### src/rtl/fitness_eval_ctrl_if.sv
//==============================================================================
// Module      : fitness_eval_ctrl_if
// Description : Handshake/bus bundle between the fitness evaluation controller
//               and its coefficient ROM, evaluator, population and fitness
//               memories. master = controller side, slave = environment side.
// Revision    : 1.0 - initial release
//==============================================================================
`timescale 1ns/1ps
`default_nettype none

interface fitness_eval_ctrl_if #(
    parameter int DATA_WIDTH        = 4,
    parameter int INDIVIDUAL_LENGTH = 22,
    parameter int SELF_FIT_LENGTH   = 10,
    parameter int IDX_WIDTH         = 8
);
    logic                         start_i;
    logic                         reload_i;
    logic [3:0]                   cfg_addr_o;
    logic [DATA_WIDTH-1:0]        cfg_data_i;
    logic [DATA_WIDTH-1:0]        self_energy_o;
    logic [DATA_WIDTH-1:0]        interact_energy_o;
    logic                         wr_self_valid_o;
    logic                         wr_interact_valid_o;
    logic                         pop_rd_en_o;
    logic [IDX_WIDTH-1:0]         pop_addr_o;
    logic [INDIVIDUAL_LENGTH-1:0] pop_data_i;
    logic                         eval_valid_o;
    logic [INDIVIDUAL_LENGTH-1:0] eval_ind_o;
    logic [IDX_WIDTH-1:0]         eval_idx_o;
    logic                         eval_valid_i;
    logic [SELF_FIT_LENGTH-1:0]   eval_energy_i;
    logic [IDX_WIDTH-1:0]         eval_idx_i;
    logic                         fit_wr_en_o;
    logic [IDX_WIDTH-1:0]         fit_addr_o;
    logic [SELF_FIT_LENGTH-1:0]   fit_data_o;
    logic [SELF_FIT_LENGTH-1:0]   best_energy_o;
    logic [IDX_WIDTH-1:0]         best_idx_o;
    logic                         busy_o;
    logic                         done_o;

    modport master (
        input  start_i, reload_i, cfg_data_i, pop_data_i,
               eval_valid_i, eval_energy_i, eval_idx_i,
        output cfg_addr_o, self_energy_o, interact_energy_o,
               wr_self_valid_o, wr_interact_valid_o,
               pop_rd_en_o, pop_addr_o,
               eval_valid_o, eval_ind_o, eval_idx_o,
               fit_wr_en_o, fit_addr_o, fit_data_o,
               best_energy_o, best_idx_o, busy_o, done_o
    );

    modport slave (
        output start_i, reload_i, cfg_data_i, pop_data_i,
               eval_valid_i, eval_energy_i, eval_idx_i,
        input  cfg_addr_o, self_energy_o, interact_energy_o,
               wr_self_valid_o, wr_interact_valid_o,
               pop_rd_en_o, pop_addr_o,
               eval_valid_o, eval_ind_o, eval_idx_o,
               fit_wr_en_o, fit_addr_o, fit_data_o,
               best_energy_o, best_idx_o, busy_o, done_o
    );
endinterface

`default_nettype wire

### src/rtl/fitness_eval_ctrl.sv
//==============================================================================
// Module      : fitness_eval_ctrl
// Description : Sequences one generation of fitness evaluation: optional
//               reload of self/interaction energy coefficients from ROM,
//               streaming of the population into the evaluator, write-back
//               of results to fitness memory and completion detection.
//               Optional macro FEC_BEST_TRACK_EN builds minimum-energy
//               tracking; without it best_energy_o/best_idx_o are tied to 0.
// Revision    : 1.0 - initial release
//==============================================================================
`timescale 1ns/1ps
`default_nettype none

module fitness_eval_ctrl #(
    parameter int NUM_PARTICLE_TYPE = 3,
    parameter int DATA_WIDTH        = 4,
    parameter int INDIVIDUAL_LENGTH = 22,
    parameter int SELF_FIT_LENGTH   = 10,
    parameter int POP_SIZE          = 50,
    parameter int IDX_WIDTH         = 8
) (
    input  wire logic            clk_i,
    input  wire logic            rst_n,
    fitness_eval_ctrl_if.master  bus
);

    localparam logic [2:0] c_IDLE    = 3'd0;
    localparam logic [2:0] c_LOAD_SE = 3'd1;
    localparam logic [2:0] c_LOAD_IE = 3'd2;
    localparam logic [2:0] c_ISSUE   = 3'd3;
    localparam logic [2:0] c_DRAIN   = 3'd4;
    localparam logic [2:0] c_DONE    = 3'd5;

    // ROM layout: self energies first, then the interaction matrix row-major
    localparam logic [3:0] c_SE_LAST = 4'(NUM_PARTICLE_TYPE - 1);
    localparam logic [3:0] c_IE_LAST = 4'(NUM_PARTICLE_TYPE + NUM_PARTICLE_TYPE * NUM_PARTICLE_TYPE - 1);
    localparam logic [IDX_WIDTH-1:0] c_POP_LAST = IDX_WIDTH'(POP_SIZE - 1);
    localparam logic [IDX_WIDTH-1:0] c_POP_SIZE = IDX_WIDTH'(POP_SIZE);

    logic [2:0]                   r_state;
    logic [2:0]                   w_state_nxt;
    logic [3:0]                   r_cfg_cnt;
    logic [IDX_WIDTH-1:0]         r_issue_cnt;
    logic [IDX_WIDTH-1:0]         r_rx_cnt;
    logic [IDX_WIDTH-1:0]         w_rx_cnt_nxt;
    logic                         r_loaded;
    logic                         r_se_wr;
    logic                         r_ie_wr;
    logic                         r_eval_valid;
    logic [IDX_WIDTH-1:0]         r_eval_idx;
    logic                         w_loading;
    logic                         w_issuing;
    logic                         w_count;
    logic                         w_start_acc;
    logic [DATA_WIDTH-1:0]        w_cfg_data;
    logic [INDIVIDUAL_LENGTH-1:0] w_eval_ind;
    logic [SELF_FIT_LENGTH-1:0]   w_fit_data;

    assign w_loading   = (r_state == c_LOAD_SE) || (r_state == c_LOAD_IE);
    assign w_issuing   = (r_state == c_ISSUE);
    assign w_start_acc = (r_state == c_IDLE) && bus.start_i;
    // Results are counted only while a generation is in flight; idle writes
    // still reach fitness memory but do not contribute to completion.
    assign w_count      = bus.eval_valid_i && (w_loading || w_issuing || (r_state == c_DRAIN));
    assign w_rx_cnt_nxt = r_rx_cnt + {{(IDX_WIDTH-1){1'b0}}, w_count};

    // Next-state decode; DRAIN looks at the post-increment count so a result
    // arriving in the current cycle closes the generation immediately.
    always_comb begin
        w_state_nxt = r_state;
        case (r_state)
            c_IDLE: begin
                if (bus.start_i) begin
                    w_state_nxt = (bus.reload_i || !r_loaded) ? c_LOAD_SE : c_ISSUE;
                end
            end
            c_LOAD_SE: if (r_cfg_cnt == c_SE_LAST)     w_state_nxt = c_LOAD_IE;
            c_LOAD_IE: if (r_cfg_cnt == c_IE_LAST)     w_state_nxt = c_ISSUE;
            c_ISSUE:   if (r_issue_cnt == c_POP_LAST)  w_state_nxt = c_DRAIN;
            c_DRAIN:   if (w_rx_cnt_nxt >= c_POP_SIZE) w_state_nxt = c_DONE;
            c_DONE:    w_state_nxt = c_IDLE;
            default:   w_state_nxt = c_IDLE;
        endcase
    end

    // State, counters, loaded flag and the one-cycle-delayed strobes
    always_ff @(posedge clk_i or negedge rst_n) begin
        if (!rst_n) begin
            r_state      <= c_IDLE;
            r_cfg_cnt    <= 4'd0;
            r_issue_cnt  <= '0;
            r_rx_cnt     <= '0;
            r_loaded     <= 1'b0;
            r_se_wr      <= 1'b0;
            r_ie_wr      <= 1'b0;
            r_eval_valid <= 1'b0;
            r_eval_idx   <= '0;
        end else begin
            r_state <= w_state_nxt;

            if (w_loading) begin
                r_cfg_cnt <= (r_cfg_cnt == c_IE_LAST) ? 4'd0 : r_cfg_cnt + 4'd1;
            end else begin
                r_cfg_cnt <= 4'd0;
            end

            if ((r_state == c_LOAD_IE) && (r_cfg_cnt == c_IE_LAST)) begin
                r_loaded <= 1'b1;
            end

            if (r_state == c_DONE) begin
                r_issue_cnt <= '0;
            end else if (w_issuing && (r_issue_cnt != c_POP_LAST)) begin
                r_issue_cnt <= r_issue_cnt + 1'b1;
            end

            if (r_state == c_DONE) begin
                r_rx_cnt <= '0;
            end else begin
                r_rx_cnt <= w_rx_cnt_nxt;
            end

            // ROM and population memory answer one cycle after the address
            r_se_wr      <= (r_state == c_LOAD_SE);
            r_ie_wr      <= (r_state == c_LOAD_IE);
            r_eval_valid <= w_issuing;
            r_eval_idx   <= w_issuing ? r_issue_cnt : '0;
        end
    end

    assign w_cfg_data = bus.cfg_data_i;
    assign w_eval_ind = r_eval_valid ? bus.pop_data_i : '0;
    assign w_fit_data = bus.eval_valid_i ? bus.eval_energy_i : '0;

    assign bus.cfg_addr_o          = w_loading ? r_cfg_cnt : 4'd0;
    assign bus.wr_self_valid_o     = r_se_wr;
    assign bus.self_energy_o       = r_se_wr ? w_cfg_data : '0;
    assign bus.wr_interact_valid_o = r_ie_wr;
    assign bus.interact_energy_o   = r_ie_wr ? w_cfg_data : '0;
    assign bus.pop_rd_en_o         = w_issuing;
    assign bus.pop_addr_o          = w_issuing ? r_issue_cnt : '0;
    assign bus.eval_valid_o        = r_eval_valid;
    assign bus.eval_ind_o          = w_eval_ind;
    assign bus.eval_idx_o          = r_eval_idx;
    assign bus.fit_wr_en_o         = bus.eval_valid_i;
    assign bus.fit_addr_o          = bus.eval_valid_i ? bus.eval_idx_i : '0;
    assign bus.fit_data_o          = w_fit_data;
    assign bus.busy_o              = (r_state != c_IDLE);
    assign bus.done_o              = (r_state == c_DONE);

`ifdef FEC_BEST_TRACK_EN
    logic [SELF_FIT_LENGTH-1:0] r_best_energy;
    logic [IDX_WIDTH-1:0]       r_best_idx;

    // Minimum-energy tracker; strict compare keeps the earliest of equal results
    always_ff @(posedge clk_i or negedge rst_n) begin
        if (!rst_n) begin
            r_best_energy <= '1;
            r_best_idx    <= '0;
        end else if (w_start_acc) begin
            r_best_energy <= '1;
            r_best_idx    <= '0;
        end else if (w_count && (bus.eval_energy_i < r_best_energy)) begin
            r_best_energy <= bus.eval_energy_i;
            r_best_idx    <= bus.eval_idx_i;
        end
    end

    assign bus.best_energy_o = r_best_energy;
    assign bus.best_idx_o    = r_best_idx;
`else
    logic w_unused_start;
    assign w_unused_start    = w_start_acc;
    assign bus.best_energy_o = '0;
    assign bus.best_idx_o    = '0;
`endif

endmodule

`default_nettype wire

### src/flat_wrapper.sv
// flat-port wrapper written by rule: the top's interface ports become plain ports
module fitness_eval_ctrl_flat 
#(
    parameter int NUM_PARTICLE_TYPE = 3,
    parameter int DATA_WIDTH        = 4,
    parameter int INDIVIDUAL_LENGTH = 22,
    parameter int SELF_FIT_LENGTH   = 10,
    parameter int POP_SIZE          = 50,
    parameter int IDX_WIDTH         = 8
)
  (clk_i, rst_n, bus_start_i, bus_reload_i, bus_cfg_data_i, bus_pop_data_i, bus_eval_valid_i, bus_eval_energy_i, bus_eval_idx_i, bus_cfg_addr_o, bus_self_energy_o, bus_interact_energy_o, bus_wr_self_valid_o, bus_wr_interact_valid_o, bus_pop_rd_en_o, bus_pop_addr_o, bus_eval_valid_o, bus_eval_ind_o, bus_eval_idx_o, bus_fit_wr_en_o, bus_fit_addr_o, bus_fit_data_o, bus_best_energy_o, bus_best_idx_o, bus_busy_o, bus_done_o);
  fitness_eval_ctrl_if #(.DATA_WIDTH(DATA_WIDTH), .INDIVIDUAL_LENGTH(INDIVIDUAL_LENGTH), .SELF_FIT_LENGTH(SELF_FIT_LENGTH), .IDX_WIDTH(IDX_WIDTH)) bus_i ();
  input  wire logic clk_i;
  input  wire logic rst_n;
  input wire logic [$bits(bus_i.start_i)-1:0] bus_start_i;
  input wire logic [$bits(bus_i.reload_i)-1:0] bus_reload_i;
  input wire logic [$bits(bus_i.cfg_data_i)-1:0] bus_cfg_data_i;
  input wire logic [$bits(bus_i.pop_data_i)-1:0] bus_pop_data_i;
  input wire logic [$bits(bus_i.eval_valid_i)-1:0] bus_eval_valid_i;
  input wire logic [$bits(bus_i.eval_energy_i)-1:0] bus_eval_energy_i;
  input wire logic [$bits(bus_i.eval_idx_i)-1:0] bus_eval_idx_i;
  output wire logic [$bits(bus_i.cfg_addr_o)-1:0] bus_cfg_addr_o;
  output wire logic [$bits(bus_i.self_energy_o)-1:0] bus_self_energy_o;
  output wire logic [$bits(bus_i.interact_energy_o)-1:0] bus_interact_energy_o;
  output wire logic [$bits(bus_i.wr_self_valid_o)-1:0] bus_wr_self_valid_o;
  output wire logic [$bits(bus_i.wr_interact_valid_o)-1:0] bus_wr_interact_valid_o;
  output wire logic [$bits(bus_i.pop_rd_en_o)-1:0] bus_pop_rd_en_o;
  output wire logic [$bits(bus_i.pop_addr_o)-1:0] bus_pop_addr_o;
  output wire logic [$bits(bus_i.eval_valid_o)-1:0] bus_eval_valid_o;
  output wire logic [$bits(bus_i.eval_ind_o)-1:0] bus_eval_ind_o;
  output wire logic [$bits(bus_i.eval_idx_o)-1:0] bus_eval_idx_o;
  output wire logic [$bits(bus_i.fit_wr_en_o)-1:0] bus_fit_wr_en_o;
  output wire logic [$bits(bus_i.fit_addr_o)-1:0] bus_fit_addr_o;
  output wire logic [$bits(bus_i.fit_data_o)-1:0] bus_fit_data_o;
  output wire logic [$bits(bus_i.best_energy_o)-1:0] bus_best_energy_o;
  output wire logic [$bits(bus_i.best_idx_o)-1:0] bus_best_idx_o;
  output wire logic [$bits(bus_i.busy_o)-1:0] bus_busy_o;
  output wire logic [$bits(bus_i.done_o)-1:0] bus_done_o;
  assign bus_i.start_i = bus_start_i;
  assign bus_i.reload_i = bus_reload_i;
  assign bus_i.cfg_data_i = bus_cfg_data_i;
  assign bus_i.pop_data_i = bus_pop_data_i;
  assign bus_i.eval_valid_i = bus_eval_valid_i;
  assign bus_i.eval_energy_i = bus_eval_energy_i;
  assign bus_i.eval_idx_i = bus_eval_idx_i;
  assign bus_cfg_addr_o = bus_i.cfg_addr_o;
  assign bus_self_energy_o = bus_i.self_energy_o;
  assign bus_interact_energy_o = bus_i.interact_energy_o;
  assign bus_wr_self_valid_o = bus_i.wr_self_valid_o;
  assign bus_wr_interact_valid_o = bus_i.wr_interact_valid_o;
  assign bus_pop_rd_en_o = bus_i.pop_rd_en_o;
  assign bus_pop_addr_o = bus_i.pop_addr_o;
  assign bus_eval_valid_o = bus_i.eval_valid_o;
  assign bus_eval_ind_o = bus_i.eval_ind_o;
  assign bus_eval_idx_o = bus_i.eval_idx_o;
  assign bus_fit_wr_en_o = bus_i.fit_wr_en_o;
  assign bus_fit_addr_o = bus_i.fit_addr_o;
  assign bus_fit_data_o = bus_i.fit_data_o;
  assign bus_best_energy_o = bus_i.best_energy_o;
  assign bus_best_idx_o = bus_i.best_idx_o;
  assign bus_busy_o = bus_i.busy_o;
  assign bus_done_o = bus_i.done_o;
  fitness_eval_ctrl #(.NUM_PARTICLE_TYPE(NUM_PARTICLE_TYPE), .DATA_WIDTH(DATA_WIDTH), .INDIVIDUAL_LENGTH(INDIVIDUAL_LENGTH), .SELF_FIT_LENGTH(SELF_FIT_LENGTH), .POP_SIZE(POP_SIZE), .IDX_WIDTH(IDX_WIDTH)) u_core (.clk_i(clk_i), .rst_n(rst_n), .bus(bus_i));
endmodule
### config.mk
export PLATFORM = sky130hd
export DESIGN_NAME = fitness_eval_ctrl_flat
export DESIGN_NICKNAME = d
export VERILOG_FILES = /design/src/rtl/fitness_eval_ctrl_if.sv /design/src/rtl/fitness_eval_ctrl.sv /design/src/flat_wrapper.sv
export SDC_FILE = /design/constraint.sdc
export NUM_CORES = 1
export LEC_CHECK = 0
export ABC_AREA = 1
export BUFFER_PORTS_ARGS = -buffer_cell sky130_fd_sc_hd__buf_2
export CAP_MARGIN = 20
export CORE_MARGIN = 3
export CORE_UTILIZATION = 35
export CTS_BUF_LIST = sky130_fd_sc_hd__clkbuf_8
export CTS_CLUSTER_SIZE = 28
export DETAILED_ROUTE_END_ITERATION = 10
export PLACE_DENSITY_LB_ADDON = 0.12
export SYNTH_ARGS = -nofsm -noshare
export SYNTH_HDL_FRONTEND = slang
export SYNTH_SLANG_ARGS = --single-unit
### constraint.sdc
create_clock -name clk_i -period 5.3 [get_ports clk_i]
set_clock_uncertainty 0.2 [all_clocks]
set_input_delay 1.06 -clock clk_i [delete_from_list [all_inputs] [get_ports clk_i]]
set_output_delay 1.06 -clock clk_i [all_outputs]
set_load 0.01 [all_outputs]
==> run_results.csv <==
group,metric,value,unit
final_layout,antennaDiodeCount,0,
final_layout,design_area,3010,µm²
global_route,grt_max_degree,36,
cts,clk_pin_slew,70,ps
floorplan,die_x,87.1,µm
cts,hold_buffers,0,
timing,slew_violations,0,
pwr,power.density,397,nW/µm²
route,routed_wirelength,5.32,mm
synthesis,ys_warn_count,0,
global_route,track_usage,0.143,
worst_setup_path,cp_data_arrival_time,1620,ps
route,dr.pass1.iters,4,
worst_setup_path,path_max_fanout,9,
timing,rsz0062_at_grt,"false",
placed_design,io_buffer_count,123,
route,wl_per_cell,10.1,µm
worst_setup_path,startpoint_type,"flop",
floorplan,die_y,87.1,µm
pwr,ir_drop,0.239,mV
route,vias,2220,
synthesis,synth_common_cells,"nand2_1, inv_1, dfrtp_1, nor2_1, buf_4",
synthesis,syn-instance-count,328,
timing,setup_viol,0,
floorplan,placementRows,28,
synthesis,syn_avg_cell_area,7.02,µm²
synthesis,synth_edf_count,0,
worst_setup_path,critPathCaptureType,"primary output",
global_route,gr-total-overflow,0,
cts,cts_resized,0,
final_layout,nNetsFinal,507,
cts,cts_buffer_depth,2,
timing,slew_headroom,0.489,
floorplan,start_util,0.376,
run,drv_cap,0,
global_route,grt_pass1_wl,8.66,mm
timing,fmax,0.347,GHz
timing,tns,0,ps
route,first_iter_violations,58,
min_path,hold_class,"reg -> reg",
final_layout,final_layout_size_suffix_gt1_frac,0.321,
route,viasPerCell,4.21,
floorplan,die_area,7590,µm²
final_layout,final_cells,527,
placed_design,dp_cells,519,
timing,fin_crit_sh,0.544,
route,ant_nets,0,
synthesis,synth_top_cell_area_share,0.380,
timing,hold_viol,0,
synthesis,synth_most_common_cell,"nand2_1",
worst_setup_path,crit_type,"reg -> out",
cts,cts_buffers,5,
worst_setup_path,required,4040,ps
pwr,power.leakage,2.10,nW
cts,post_cts_buffers,0,
synthesis,synth_cell_types,34,
synthesis,synthTopCellsByArea,"dfrtp_1, nand2_1, inv_1",
synthesis,yosysTopAreaCell,"dfrtp_1",
global_route,grt_pass1_vias,1956,
synthesis,synth.cell_area,2300,µm²
placed_design,gp_congestion,0.825,
synthesis,async_flop_share,1.00,
synthesis,ys_ff_latch,35,
route,drc,0,
global_route,antenna_found_initial,0,
final_layout,syn2layout_area_growth,30.6,%
synthesis,ys_seq_area_frac,0.380,
cts,clock-root-buffer,"clkbuf_8",
outcome,status,"completed",
cts,cts_tree,"built",
synthesis,synth_top_flop_cell,"dfrtp_1",
floorplan,pin_count,142,
placed_design,place_area,2910,µm²
timing,timing_worst_slew_pin_value,767,ps
placed_design,hpwl,4.32,mm
timing,fin_crit,2880,ps
cts,clock_latency,280,ps
cts,numClockSinks,35,
cts,cts_max_level,2,
floorplan,core,6130,µm²
flip-flops by register name (all words and copies together) (netlist names):
name,cells
u_core.bus.eval_valid_o,1
u_core.r_rx_cnt,8
u_core.r_state,3
u_core.bus.wr_interact_valid_o,1
u_core.bus.eval_idx_o,8
u_core.r_cfg_cnt,4
u_core.r_loaded,1
u_core.bus.wr_self_valid_o,1
u_core.r_issue_cnt,8
metal layers:
metal / global-route usage / share of wire
met1: 0.176 / 0.42
met2: 0.243 / 0.49
met3: 0.0312 / 0.082
met4: 0.0544 / 0.012
met5: 0 / 0
where the power goes:
part           switching [mW]  internal [mW]  total (mW)
combinational           0.340          0.212       0.553
clock                  0.0929          0.117       0.210
sequential             0.0931          0.337       0.430
critical path, cell delays in order, from the launching register on:
cell	delay, ps
dfrtp_1	560
inv_1	90
nor3_2	200
inv_1	80
nand2_1	100
inv_2	90
nor2_1	90
buf_2	130
stage by stage:
stage / power [mW] / hold WS (ps) / utilization / setup WS, ps
after global placement: 0.996 / 251 / 0.474 / 2360
after floorplan: 0.826 / 228 / - / 2280
final: 1.19 / 275 / 0.490 / 2420
after global routing: 1.33 / 318 / 0.490 / 2220
after detailed placement: 0.998 / 263 / 0.474 / 2280
after CTS: 1.22 / 279 / 0.490 / 2380
cells by family (layout without fill, tap and decap cells):
kind of cell / Yosys count / in the layout / share of synthesized area
compound gates: 21 / 21 / 0.0544
fa+ha+maj: 7 / 7 / 0.0380
flops: 35 / 35 / 0.380
other cells: 1 / 18 / 0.00163
buf+inv: 109 / 216 / 0.215
xor+xnor: 2 / 2 / 0.00761
simple gates: 153 / 153 / 0.303
cells in the final DEF, fill, tap and decap left out:
cell      instances
inv_4             3
inv_1            80
o21bai_1          1
o22ai_1           1
nand3b_1          2
nand2_1          89
nand2_4           1
nor2_4            1
o21a_1            1
nor3_2            1
dfrtp_1          35
buf_2           123
o21ai_4           1
nor4_1            1
a21oi_1           7
o31ai_1           1
or2_1             1
nand3_1          16
conb_1           18
o21ai_0           6
xor2_1            1
inv_2             3
nor2_1           26
nand3_2           2
xnor2_1           1
o21ai_1           3
ha_1              7
nor3_1            6
nand3_4           1
nor3_4            2
clkbuf_8          7
nand4_1           4
worst paths after layout:
path,from,to,slack (ps),cells past startpoint
worst min-delay path,u_core.r_loaded,u_core.r_loaded,280,2
worst min register to register,u_core.r_loaded,u_core.r_loaded,280,2
max in group asynchronous,rst_n,u_core.bus.eval_idx_o[6],3760,1
worst max-delay path,u_core.r_state[1],bus_cfg_addr_o[2],2420,7
min in group asynchronous,rst_n,u_core.bus.eval_idx_o[7],640,1
worst max register to register,u_core.r_state[1],u_core.r_state[1],2670,14
area by class of cell:
cell class | count | area, µm²
clock inverters | 1 | 3.75
clock buffers | 7 | 96.3
repair buffers | 123 | 616
inverters | 85 | 327
fillers | 625 | 3120
flip-flops and latches | 35 | 876
well taps | 75 | 93.8
multi-input cells | 201 | 995
Power figures use the tool's default switching activity.
